[src/rtl/uart_pkg.sv]
// Shared UART definitions: default sizes, parity encodings, the parity
// helper and the transmit scheduler state encoding.
package uart_pkg;

    localparam int DEF_DATA_WIDTH   = 8;
    localparam int DEF_CLKS_PER_BIT = 868;

    localparam int PAR_EVEN = 0;
    localparam int PAR_ODD  = 1;

    typedef enum logic [1:0] {
        IDLE,
        LOAD,
        WAIT_BUSY,
        WAIT_DONE
    } state_t;

    // Even parity is the XOR of the data bits; odd parity is its inverse.
    // Callers zero-extend their payload, which leaves the XOR unchanged.
    function automatic logic calc_parity(input logic [63:0] data,
                                         input logic       odd);
        return (^data) ^ odd;
    endfunction

endpackage

[src/rtl/uart_tx_scheduler_if.sv]
// Requester and transmitter handshake bundle of the UART tx scheduler.
// master: scheduler side (drives req_ready, tx_enable, tx_data);
// slave: environment side (drives req_valid, req_data, tx_busy).
interface uart_tx_scheduler_if
    import uart_pkg::*;
#(
    parameter int NUM_REQ        = 4,
    parameter int DATA_WIDTH     = DEF_DATA_WIDTH,
    parameter int PARITY_ENABLED = 1
);
    logic [NUM_REQ-1:0]                   req_valid;
    logic [NUM_REQ*DATA_WIDTH-1:0]        req_data;
    logic [NUM_REQ-1:0]                   req_ready;
    logic                                 tx_enable;
    logic [DATA_WIDTH+PARITY_ENABLED-1:0] tx_data;
    logic                                 tx_busy;

    modport master (
        input  req_valid, req_data, tx_busy,
        output req_ready, tx_enable, tx_data
    );

    modport slave (
        output req_valid, req_data, tx_busy,
        input  req_ready, tx_enable, tx_data
    );
endinterface

[src/rtl/uart_baud_gen.sv]
// Free-running baud counter with a one-cycle tick on its last count.
// Ports: clk, reset (sync, active-high), tick (one cycle per period).
module uart_baud_gen
    import uart_pkg::*;
#(
    parameter int CLKS_PER_BIT = DEF_CLKS_PER_BIT
) (
    input  logic clk,
    input  logic reset,
    output logic tick
);
    localparam int CW = $clog2(CLKS_PER_BIT);
    localparam logic [CW-1:0] LAST = CW'(CLKS_PER_BIT - 1);

    logic [CW-1:0] count;

    assign tick = (count == LAST);

    always_ff @(posedge clk) begin
        if (reset) begin
            count <= '0;
        end else if (tick) begin
            count <= '0;
        end else begin
            count <= count + 1'b1;
        end
    end
endmodule

[src/rtl/uart_tx_scheduler.sv]
// Round-robin scheduler sharing one UART transmitter among NUM_REQ sources.
// Ports: clk, reset (sync, active-high), bus (requester/transmitter
// handshake), tx_baud_clk, grant_id, frame_done, err_no_busy.
module uart_tx_scheduler
    import uart_pkg::*;
#(
    parameter int NUM_REQ        = 4,
    parameter int DATA_WIDTH     = DEF_DATA_WIDTH,
    parameter int PARITY_ENABLED = 1,
    parameter int PARITY_ODD     = PAR_EVEN,
    parameter int CLKS_PER_BIT   = DEF_CLKS_PER_BIT
) (
    input  logic                       clk,
    input  logic                       reset,
    uart_tx_scheduler_if.master        bus,
    output logic                       tx_baud_clk,
    output logic [$clog2(NUM_REQ)-1:0] grant_id,
    output logic                       frame_done,
    output logic                       err_no_busy
);
    localparam int GW  = $clog2(NUM_REQ);
    localparam int TXW = DATA_WIDTH + PARITY_ENABLED;
    localparam logic [GW:0]   NREQ = (GW + 1)'(NUM_REQ);
    localparam logic [GW-1:0] LAST = GW'(NUM_REQ - 1);

    state_t                state;
    logic [GW-1:0]         rr_ptr;
    logic                  wb_cnt;
    logic [TXW-1:0]        hold;
    logic                  found;
    logic [GW-1:0]         winner;
    logic [GW:0]           sum;
    logic                  accept;
    logic                  par;
    logic [DATA_WIDTH-1:0] win_data;
    logic [TXW-1:0]        hold_d;
    logic [DATA_WIDTH-1:0] slot [NUM_REQ];

    uart_baud_gen #(
        .CLKS_PER_BIT(CLKS_PER_BIT)
    ) u_baud (
        .clk  (clk),
        .reset(reset),
        .tick (tx_baud_clk)
    );

    for (genvar i = 0; i < NUM_REQ; i++) begin : g_slot
        assign slot[i] = bus.req_data[i*DATA_WIDTH +: DATA_WIDTH];
    end

    // Scan from rr_ptr upward, wrapping modulo NUM_REQ; first valid wins.
    always_comb begin
        found  = 1'b0;
        winner = '0;
        sum    = '0;
        for (int k = 0; k < NUM_REQ; k++) begin
            sum = {1'b0, rr_ptr} + (GW + 1)'(k);
            if (sum >= NREQ) begin
                sum = sum - NREQ;
            end
            if (!found && bus.req_valid[sum[GW-1:0]]) begin
                found  = 1'b1;
                winner = sum[GW-1:0];
            end
        end
    end

    assign win_data = slot[winner];
    assign par      = calc_parity(64'(win_data), PARITY_ODD != 0);

    if (PARITY_ENABLED != 0) begin : g_par
        assign hold_d = {par, win_data};
    end else begin : g_nopar
        assign hold_d = win_data;
    end

    // The accept pulse is the requester's handshake, so it must be seen
    // in the same cycle as the valid; reset masks it.
    assign accept = (state == IDLE) && found && !bus.tx_busy && !reset;

    always_comb begin
        bus.req_ready = '0;
        if (accept) begin
            bus.req_ready[winner] = 1'b1;
        end
    end

    assign bus.tx_data = hold;

    always_ff @(posedge clk) begin
        if (reset) begin
            state         <= IDLE;
            rr_ptr        <= '0;
            wb_cnt        <= 1'b0;
            hold          <= '0;
            grant_id      <= '0;
            bus.tx_enable <= 1'b0;
            frame_done    <= 1'b0;
            err_no_busy   <= 1'b0;
        end else begin
            bus.tx_enable <= 1'b0;
            frame_done    <= 1'b0;
            unique case (state)
                IDLE: begin
                    if (accept) begin
                        hold          <= hold_d;
                        grant_id      <= winner;
                        rr_ptr        <= (winner == LAST) ? '0 : winner + 1'b1;
                        bus.tx_enable <= 1'b1;
                        state         <= LOAD;
                    end
                end
                LOAD: begin
                    wb_cnt <= 1'b0;
                    state  <= WAIT_BUSY;
                end
                WAIT_BUSY: begin
                    // Give the transmitter two cycles to raise busy.
                    if (bus.tx_busy) begin
                        state <= WAIT_DONE;
                    end else if (wb_cnt) begin
                        err_no_busy <= 1'b1;
                        state       <= IDLE;
                    end else begin
                        wb_cnt <= 1'b1;
                    end
                end
                WAIT_DONE: begin
                    if (!bus.tx_busy) begin
                        frame_done <= 1'b1;
                        state      <= IDLE;
                    end
                end
                default: state <= IDLE;
            endcase
        end
    end
endmodule

[src/flat_wrapper.sv]
// flat-port wrapper written by rule: the top's interface ports become plain ports
module uart_tx_scheduler_flat import uart_pkg::*;
#(
    parameter int NUM_REQ        = 4,
    parameter int DATA_WIDTH     = DEF_DATA_WIDTH,
    parameter int PARITY_ENABLED = 1,
    parameter int PARITY_ODD     = PAR_EVEN,
    parameter int CLKS_PER_BIT   = DEF_CLKS_PER_BIT
)
  (clk, reset, tx_baud_clk, grant_id, frame_done, err_no_busy, bus_req_valid, bus_req_data, bus_tx_busy, bus_req_ready, bus_tx_enable, bus_tx_data);
  uart_tx_scheduler_if #(.NUM_REQ(NUM_REQ), .DATA_WIDTH(DATA_WIDTH), .PARITY_ENABLED(PARITY_ENABLED)) bus_i ();
  input  logic clk;
  input  logic reset;
  output logic tx_baud_clk;
  output logic [$clog2(NUM_REQ)-1:0] grant_id;
  output logic frame_done;
  output logic err_no_busy;
  input wire logic [$bits(bus_i.req_valid)-1:0] bus_req_valid;
  input wire logic [$bits(bus_i.req_data)-1:0] bus_req_data;
  input wire logic [$bits(bus_i.tx_busy)-1:0] bus_tx_busy;
  output wire logic [$bits(bus_i.req_ready)-1:0] bus_req_ready;
  output wire logic [$bits(bus_i.tx_enable)-1:0] bus_tx_enable;
  output wire logic [$bits(bus_i.tx_data)-1:0] bus_tx_data;
  assign bus_i.req_valid = bus_req_valid;
  assign bus_i.req_data = bus_req_data;
  assign bus_i.tx_busy = bus_tx_busy;
  assign bus_req_ready = bus_i.req_ready;
  assign bus_tx_enable = bus_i.tx_enable;
  assign bus_tx_data = bus_i.tx_data;
  uart_tx_scheduler #(.NUM_REQ(NUM_REQ), .DATA_WIDTH(DATA_WIDTH), .PARITY_ENABLED(PARITY_ENABLED), .PARITY_ODD(PARITY_ODD), .CLKS_PER_BIT(CLKS_PER_BIT)) u_core (.clk(clk), .reset(reset), .bus(bus_i), .tx_baud_clk(tx_baud_clk), .grant_id(grant_id), .frame_done(frame_done), .err_no_busy(err_no_busy));
endmodule
[config.mk]
export PLATFORM = sky130hd
export DESIGN_NAME = uart_tx_scheduler_flat
export DESIGN_NICKNAME = d
export VERILOG_FILES = /design/src/rtl/uart_pkg.sv /design/src/rtl/uart_tx_scheduler_if.sv /design/src/rtl/uart_baud_gen.sv /design/src/rtl/uart_tx_scheduler.sv /design/src/flat_wrapper.sv
export SDC_FILE = /design/constraint.sdc
export NUM_CORES = 1
export LEC_CHECK = 0
export CORE_UTILIZATION = 41
export DETAILED_ROUTE_END_ITERATION = 16
export GPL_TIMING_DRIVEN = 0
export PLACE_DENSITY_LB_ADDON = 0.15
export SYNTH_ARGS = -nofsm -noshare
export SYNTH_HDL_FRONTEND = slang
export SYNTH_SLANG_ARGS = --single-unit
[constraint.sdc]
create_clock -name clk -period 2.8 [get_ports clk]
set_clock_uncertainty 0.15 [all_clocks]
set_input_delay 0.56 -clock clk [delete_from_list [all_inputs] [get_ports clk]]
set_output_delay 0.56 -clock clk [all_outputs]
set_load 0.005 [all_outputs]
==> metrics.md, run 1 <==
| Metric | Value |
|---|---|
| Run status | completed |
| Placed Instances | 320 |
| Slowest-stage cell, CP | a211o_1 |
| Avg Synthesized Cell Area | 7.971 sq um |
| Crit share post-route | 0.9871 |
| GRT Resource Usage Total | 0.2133 |
| Achievable clock frequency | 0.3618 GHz |
| Cell mode on critical path | a211o_1 |
| Switching pwr | 376.5 uW |
| PwrDens | 456.7 mW/mm^2 |
| Count of final setup violators | 0 |
| Final worst slack | 0.03616 ns |
| Design Power | 1.231 mW |
| Max-slew headroom | 0.6649 |
| Clk sinks | 29 |
| Pre-antenna DRT Iters | 4 |
| WHS | 0.3052 ns |
| Vias per Instance | 5.324 |
| Worst IR Drop VDD | 0.2875 mV |
| First-pass GRT wire length | 7203 microns |
| Total gr overflow | 0 |
| Detailed placer's ending HPWL | 3057 microns |
| Layout cells sized above 1 | 0.2253 |
| CTS buffer count | 5 |
| Via count | 1826 |
| Mapped Nets | 257 |
| Worst stage delay on the critical path | 0.34 ns |
| ANT cells | 0 |
| Arr. time, crit path | 2.80 ns |
| Final min period | 2.764 ns |
| Seq cells post-synth | 29 |
| Max-cap violations | 0 |
| DRC | 0 |
| Final Wtd Congestion | 0.7524 |
| Post-Synthesis Cells | 213 |
| Finished Core Util | 0.6738 |
| CP Class | in -> reg |
| Final ANT Viol Nets | 0 |
| Sw Ratio | 0.3059 |
| Clock share of power | 0.261 |
| Worst Path Max Fanout | 6 |
| Cell leakage power | 1.084 nW |
| Detailed Route WL | 4664 microns |
| Hold Vio Cnt, Final | 0 |
| Die ar. | 0.004402 sq mm |
| Vias in the first global route | 1575 |
| Row cnt | 23 |
| Wire length per cell | 13.60 microns |
| Fin cells | 343 |
| RSZ-0062 raised after global routing | yes |
| Synth Warn # | 0 |
| Top_reg_cell synth | dfxtp_1 |
| Synthesis-to-layout area growth | 58.73% |
| Core Box Area | 0.004000 sq mm |
| # IOs | 58 |
| Die height | 66.35 microns |
| Reg clk slew, reported paths | 0.06 ns |
| Initial antenna violation count | 0 |
| Share of power burned in combinational logic | 0.367 |
| Cell Chain, Critical Path | buf_6 > nor2b_4 > a21o_1 > a211o_1 > clkinv_4 > buf_12 > buf_6 > a211oi_4 > o211a_1 > buf_4 > a211o_1 > a211o_1 > a311oi_1 |
| Pre-CTS WS | -0.9646 ns |
| P_int | 854.3 uW |
| Worst-Skew Late Latency | 0.27 ns |
| Critical Path RT | 2.84 ns |
| Async SR Flop Fraction | 0 |
| Die Width | 66.35 microns |
| Sequential power share | 0.372 |
| Slew @ Worst Pin | 0.5026 ns |
| Root Buffer | clkbuf_8 |
| Nets | 336 |
| Yosys cell types | 38 |
| Fin. max-slew vios | 0 |
| Clock Path Buffers | 2 |
| Starting density of the core | 0.4245 |
| CTS tree | yes |
| H-tree lvl count | 2 |
| Critical Path Source Type | input port |
| Worst setup EP type | flip-flop |
| IO Port Bufs | 57 |
| EDFF count, synth | 0 |
| DR iter-0 viols | 81 |
| Post-Syn Area | 0.001698 sq mm |
| Hold Crit Class | reg -> reg |
| Seq/Total Area, Yosys | 0.3419 |
| Largest net degree at the start of global routing | 11 |
==> registers in the layout (all words and copies together), names as in the netlist <==
register	count
u_core.bus.tx_data	9
u_core.frame_done	1
u_core.wb_cnt	1
u_core.grant_id	2
u_core.rr_ptr	2
u_core.u_baud.count	10
u_core.bus.tx_enable	1
u_core.state	2
u_core.err_no_busy	1
==> critical path: cells and delay by family <==
kind / cells / cell delay, ns
compound gates: 7 / 1.52
buf+inv: 5 / 0.58
simple gates: 1 / 0.13
==> metal layers <==
| layer | routed length (microns) | global-route usage | part of all wire |
|---|---|---|---|
| met5 | 0 | 0 | 0 |
| met4 | 37 | 0.04787 | 0.0079 |
| met3 | 246 | 0.05862 | 0.053 |
| met2 | 2249 | 0.3457 | 0.48 |
| met1 | 2130 | 0.2795 | 0.46 |
==> metrics by stage <==
stage               setup TNS [ns]  cell area (sq um)
finish                           0               2695
global route              -0.05542               2695
CTS                      -0.008644               2540
detailed placement          -4.966               2331
global placement            -4.834               2331
floorplan                        0               1698
==> kinds of logic (layout without fill, tap and decap cells) <==
logic type      count (synthesis)  count (layout)  synth area share
buf+inv                        20             100           0.07737
fa+ha+maj                       5               5           0.03685
flops                          29              29            0.3419
compound gates                 56              56            0.2211
simple gates                   95              95            0.2815
xor+xnor                        8               8           0.04126
==> area by class of cell <==
cell class,count,area (sq um)
buffer,8,60.06
inverter,8,37.54
multi-input combinational,164,1150
clock buffer,8,80.08
sequential,29,583.1
timing repair buffer,76,721.9
tap,50,62.56
fill,350,1305
==> power by group through the flow <==
stage	logic [mW]	clock network, mW	registers [mW]
finish	0.452	0.322	0.458
global placement	0.344	0	0.461
detailed placement	0.347	0	0.461
CTS	0.385	0.329	0.456
global route	0.491	0.352	0.461
floorplan	0.219	0	0.459
==> final timing paths <==
| check | end | start | slack, ns | cells after the start |
|---|---|---|---|---|
| max reg2reg | u_core.bus.tx_data[8]$_SDFFE_PP0P_ | u_core.rr_ptr[1]$_SDFFE_PP0P_ | 0.11 | 11 |
| min reg2reg | u_core.grant_id[0]$_SDFFE_PP0P_ | u_core.grant_id[0]$_SDFFE_PP0P_ | 0.31 | 2 |
| max | u_core.bus.tx_data[8]$_SDFFE_PP0P_ | bus_req_valid[2] | 0.04 | 13 |
| min | u_core.grant_id[0]$_SDFFE_PP0P_ | u_core.grant_id[0]$_SDFFE_PP0P_ | 0.31 | 2 |
==> Yosys cell counts, types with 2 or more instances <==
master     n  area (sq um)
nor2_1    28         105.1
nor3_1     6         30.03
a21oi_1   16         80.08
and2_1     4         25.02
o211ai_1   4         30.03
nand2_1   13         48.80
buf_2      2         10.01
a211oi_1  13         97.59
nand2b_1   2         12.51
or2_2      2         12.51
and3_1     8         50.05
o211a_1    3         30.03
a21o_1     2         15.01
clkbuf_1   4         15.01
xnor2_1    4         35.03
xor2_1     4         35.03
dfxtp_1   29         580.6
ha_1       5         62.56
nand3_1   25         125.1
buf_6      3         33.78
a211o_1    5         43.79
inv_1      7         26.28
o21ai_0    9         45.04
==> cell usage in the layout (no fill, tap or decap), types with 2 or more instances in the layout <==
cell and instances:
a211o_1 5, a211oi_1 2, a211oi_2 7, a211oi_4 4, a21oi_1 15, and2_1 4
and3_1 8, buf_12 2, buf_2 3, buf_4 16, buf_6 4, clkbuf_1 5
clkbuf_2 2, clkbuf_4 2, clkbuf_8 7, clkdlybuf4s50_1 48, dfxtp_1 27, dfxtp_2 2
dlygate4sd2_1 2, ha_1 5, inv_1 6, nand2_1 11, nand2b_4 2, nand3_1 25
nor2_1 28, nor3_1 5, o211a_1 3, o211ai_1 4, o21ai_0 9, xnor2_1 4
xor2_1 4
==> repair_timing <==
| item | CTS | global route |
|---|---|---|
| gates cloned | 0 | 0 |
| hold buffers | 0 | 0 |
| setup buffers | 9 | 11 |
| pin swaps | 5 | 15 |
| gates resized for setup | 43 | 38 |
| setup endpoints to repair | 5 | 5 |
No activity file was read; power rests on OpenSTA's default activity.
==> inputs of run 2 (changes only) <==
- CORE_MARGIN: default -> 5
==> run 2 against run 1 <==
Wire length is 4.2% higher. Total power is 0.41% lower. Global-route usage is 3.6 points lower. Register-to-register slack hardly changed. Sequential share of layout area is 0.50 points higher. Worst hold slack better by 0.0071 ns. Cell area is 2.0% lower. Count of clock-buffer cells in the layout is 1 lower. Utilization is 1.4 points lower. Cell count is 0.87% lower. First-iteration DRC count is 15% lower.
==> metrics.md, run 2 (synthesis results as in run 1) <==
| Metric | Value |
|---|---|
| Achievable clock frequency | 0.3642 GHz (+0.67%) |
| Detailed Route WL | 4861 microns (+4.2%) |
| Worst Path Max Fanout | 5 (-1) |
| Most common cell after layout, fill and taps aside | clkdlybuf4s50_1 |
| Nets | 334 (-0.60%) |
| CP startpoint | bus_req_valid[2] |
| Final Cell Area | 0.002640 sq mm (-2.0%) |
| Worst-Skew Late Latency | 0.27 ns (about the same) |
| RSZ-0062 raised after global routing | yes |
| Detailed placer's ending HPWL | 3315 microns (+8.4%) |
| Slowest-stage cell, CP | a211o_2 |
| Worst IR Drop VDD | 0.2368 mV (-18%) |
| Final min period | 2.746 ns (-0.01832 ns) |
| Hold Vio Cnt, Final | 0 (unchanged) |
| Final ANT Viol Nets | 0 (unchanged) |
| Switching pwr | 365.2 uW (-3.0%) |
| Largest net degree at the start of global routing | 12 (+1) |
| Pre-antenna DRT Iters | 4 (unchanged) |
| Die Width | 74.35 microns (+12%) |
| # hold bufs at CTS | 0 (unchanged) |
| Total gr overflow | 0 (unchanged) |
| Crit share post-route | 0.9805 (-0.006542) |
| Hold Crit Class | reg -> reg |
| Via count | 1782 (-2.4%) |
| ANT cells | 0 (unchanged) |
| # IOs | 58 (unchanged) |
| Synthesis-to-layout area growth | 55.49% |
| Slew @ Worst Pin | 0.5415 ns (+0.03889 ns) |
| Clk sinks | 29 (unchanged) |
| Final setup TNS | 0 ns (unchanged) |
| WHS | 0.3123 ns (+0.007112 ns) |
| Sequential power share | 0.374 (+0.002) |
| Die ar. | 0.005528 sq mm (+26%) |
| Clock Path Buffers | 2 (unchanged) |
| Core Box Area | 0.004000 sq mm (unchanged) |
| Share of power burned in combinational logic | 0.353 (-0.014) |
| Cell Chain, Critical Path | buf_6 > nor2b_2 > a211o_2 > nand2_1 > buf_6 > inv_1 > ha_1 > and2_1 > dlygate4sd2_1 |
| Cell mode on critical path | buf_6 |
| Sw Ratio | 0.2979 (-0.007983) |
| Final Wtd Congestion | 0.7816 (+3.9%) |
| CTS buffer count | 5 (unchanged) |
| CP Class | in -> out |
| Finished Core Util | 0.6600 (-0.01376) |
| Crit path max-delay family | buffers and inverters |
| Initial antenna violation count | 0 (unchanged) |
| Hold Crit Depth | 2 (unchanged) |
| Reg clk slew, reported paths | 0.06 ns (about the same) |
| Arr. time, crit path | 2.04 ns (-0.76 ns) |
| Worst stage delay on the critical path | 0.36 ns (+0.02 ns) |
| Count of final setup violators | 0 (unchanged) |
| Run status | completed |
| CTS tree | yes |
| R2R Path Start | u_core.rr_ptr[0]$_SDFFE_PP0P_ |
| Clock share of power | 0.273 (+0.012) |
| Layout cells sized above 1 | 0.2138 (-0.01146) |
| Vias per Instance | 5.241 (-1.5%) |
| Row cnt | 23 (unchanged) |
| DR iter-0 viols | 69 (-15%) |
| Vias in the first global route | 1692 (+7.4%) |
| Fin. max-slew vios | 0 (unchanged) |
| Starting density of the core | 0.4245 (unchanged) |
| Die height | 74.35 microns (+12%) |
| Largest reg by FF count | u_core.u_baud.count |
| Max-slew headroom | 0.6390 (-0.02592) |
| PwrDens | 464.3 mW/mm^2 (+1.7%) |
| First-pass GRT wire length | 7555 microns (+4.9%) |
| Post-DP Area | 0.002331 sq mm (unchanged) |
| Root Buffer | clkbuf_8 |
| Critical Path Source Type | input port |
| Most frequent cells in the layout | 48 x clkdlybuf4s50_1, 28 x nor2_1, 26 x dfxtp_1, 23 x nand3_1, 16 x a21oi_1 |
| DRC | 0 (unchanged) |
| CP bufs+invs | 4 (-1) |
| Wire length per cell | 14.30 microns (+5.1%) |
| Min-delay src | u_core.bus.tx_data[4]$_SDFFE_PP0P_ |
| R2R depth | 10 (-1) |
| Crit path depth | 9 (-4) |
| Max-cap violations | 0 (unchanged) |
| Worst setup EP type | output port |
| Critical Path RT | 2.09 ns (-0.75 ns) |
| GRT Resource Usage Total | 0.1774 (-0.03587) |
| H-tree lvl count | 2 (unchanged) |
| Design Power | 1.226 mW (-0.41%) |
| Max reg flops | 10 (unchanged) |
| Cell leakage power | 1.062 nW (-2.0%) |
| P_int | 860.6 uW (+0.74%) |
| IO Port Bufs | 57 (unchanged) |
==> run 2: power by group through the flow <==
stage | clock (mW) | sequential [mW] | combinational, mW
finish | 0.335 | 0.458 | 0.433
global route | 0.361 | 0.461 | 0.475
CTS | 0.346 | 0.456 | 0.384
detailed placement | 0 | 0.461 | 0.351
global placement | 0 | 0.461 | 0.346
floorplan | 0 | 0.459 | 0.219
==> run 2: path summary, 6_finish.rpt <==
check                                       end  slack, ns
max                            bus_req_ready[3]       0.05
min reg2reg  u_core.bus.tx_data[4]$_SDFFE_PP0P_       0.31
min          u_core.bus.tx_data[4]$_SDFFE_PP0P_       0.31
max reg2reg  u_core.bus.tx_data[8]$_SDFFE_PP0P_       0.11
==> run 2: per-stage QoR <==
| step | instances | setup slack (ns) |
|---|---|---|
| global placement | 320 | -1.014 |
| CTS | 333 | 0.003682 |
| finish | 340 | 0.05448 |
| floorplan | 213 | 0.02300 |
| global route | 340 | -0.01408 |
| detailed placement | 320 | -1.053 |
==> run 2: routing by layer <==
| layer | track usage | up-vias | share of wire |
|---|---|---|---|
| met5 | 0 | - | 0 |
| met4 | 0.05336 | 0 | 0.013 |
| met3 | 0.04324 | 9 | 0.053 |
| met2 | 0.3061 | 40 | 0.48 |
| met1 | 0.2189 | 817 | 0.45 |
| li1 | - | 916 | - |
==> run 2: tightest hold or removal path, stage by stage, from the launching register on <==
cell     delay (ns)
dfxtp_1        0.31
nand2_1        0.05
a21oi_1        0.05
==> run 2: repair_timing <==
item | in CTS | in global routing
endpoints found under the setup margin | 5 | 5
resized for setup | 42 | 20
pin swaps | 6 | 13
cloned | 0 | 0
buffers inserted | 8 | 7
endpoints found under the hold margin | 0 | 0
==> run 2: cell type report <==
type                       instances  area [sq um]
fill                             353          1360
multi-input combinational        164          1109
timing repair buffer              72         671.9
sequential                        29         584.3
buffer                            10         91.34
clock buffer                       7         86.33
tap                               50         62.56
inverter                           8         35.03
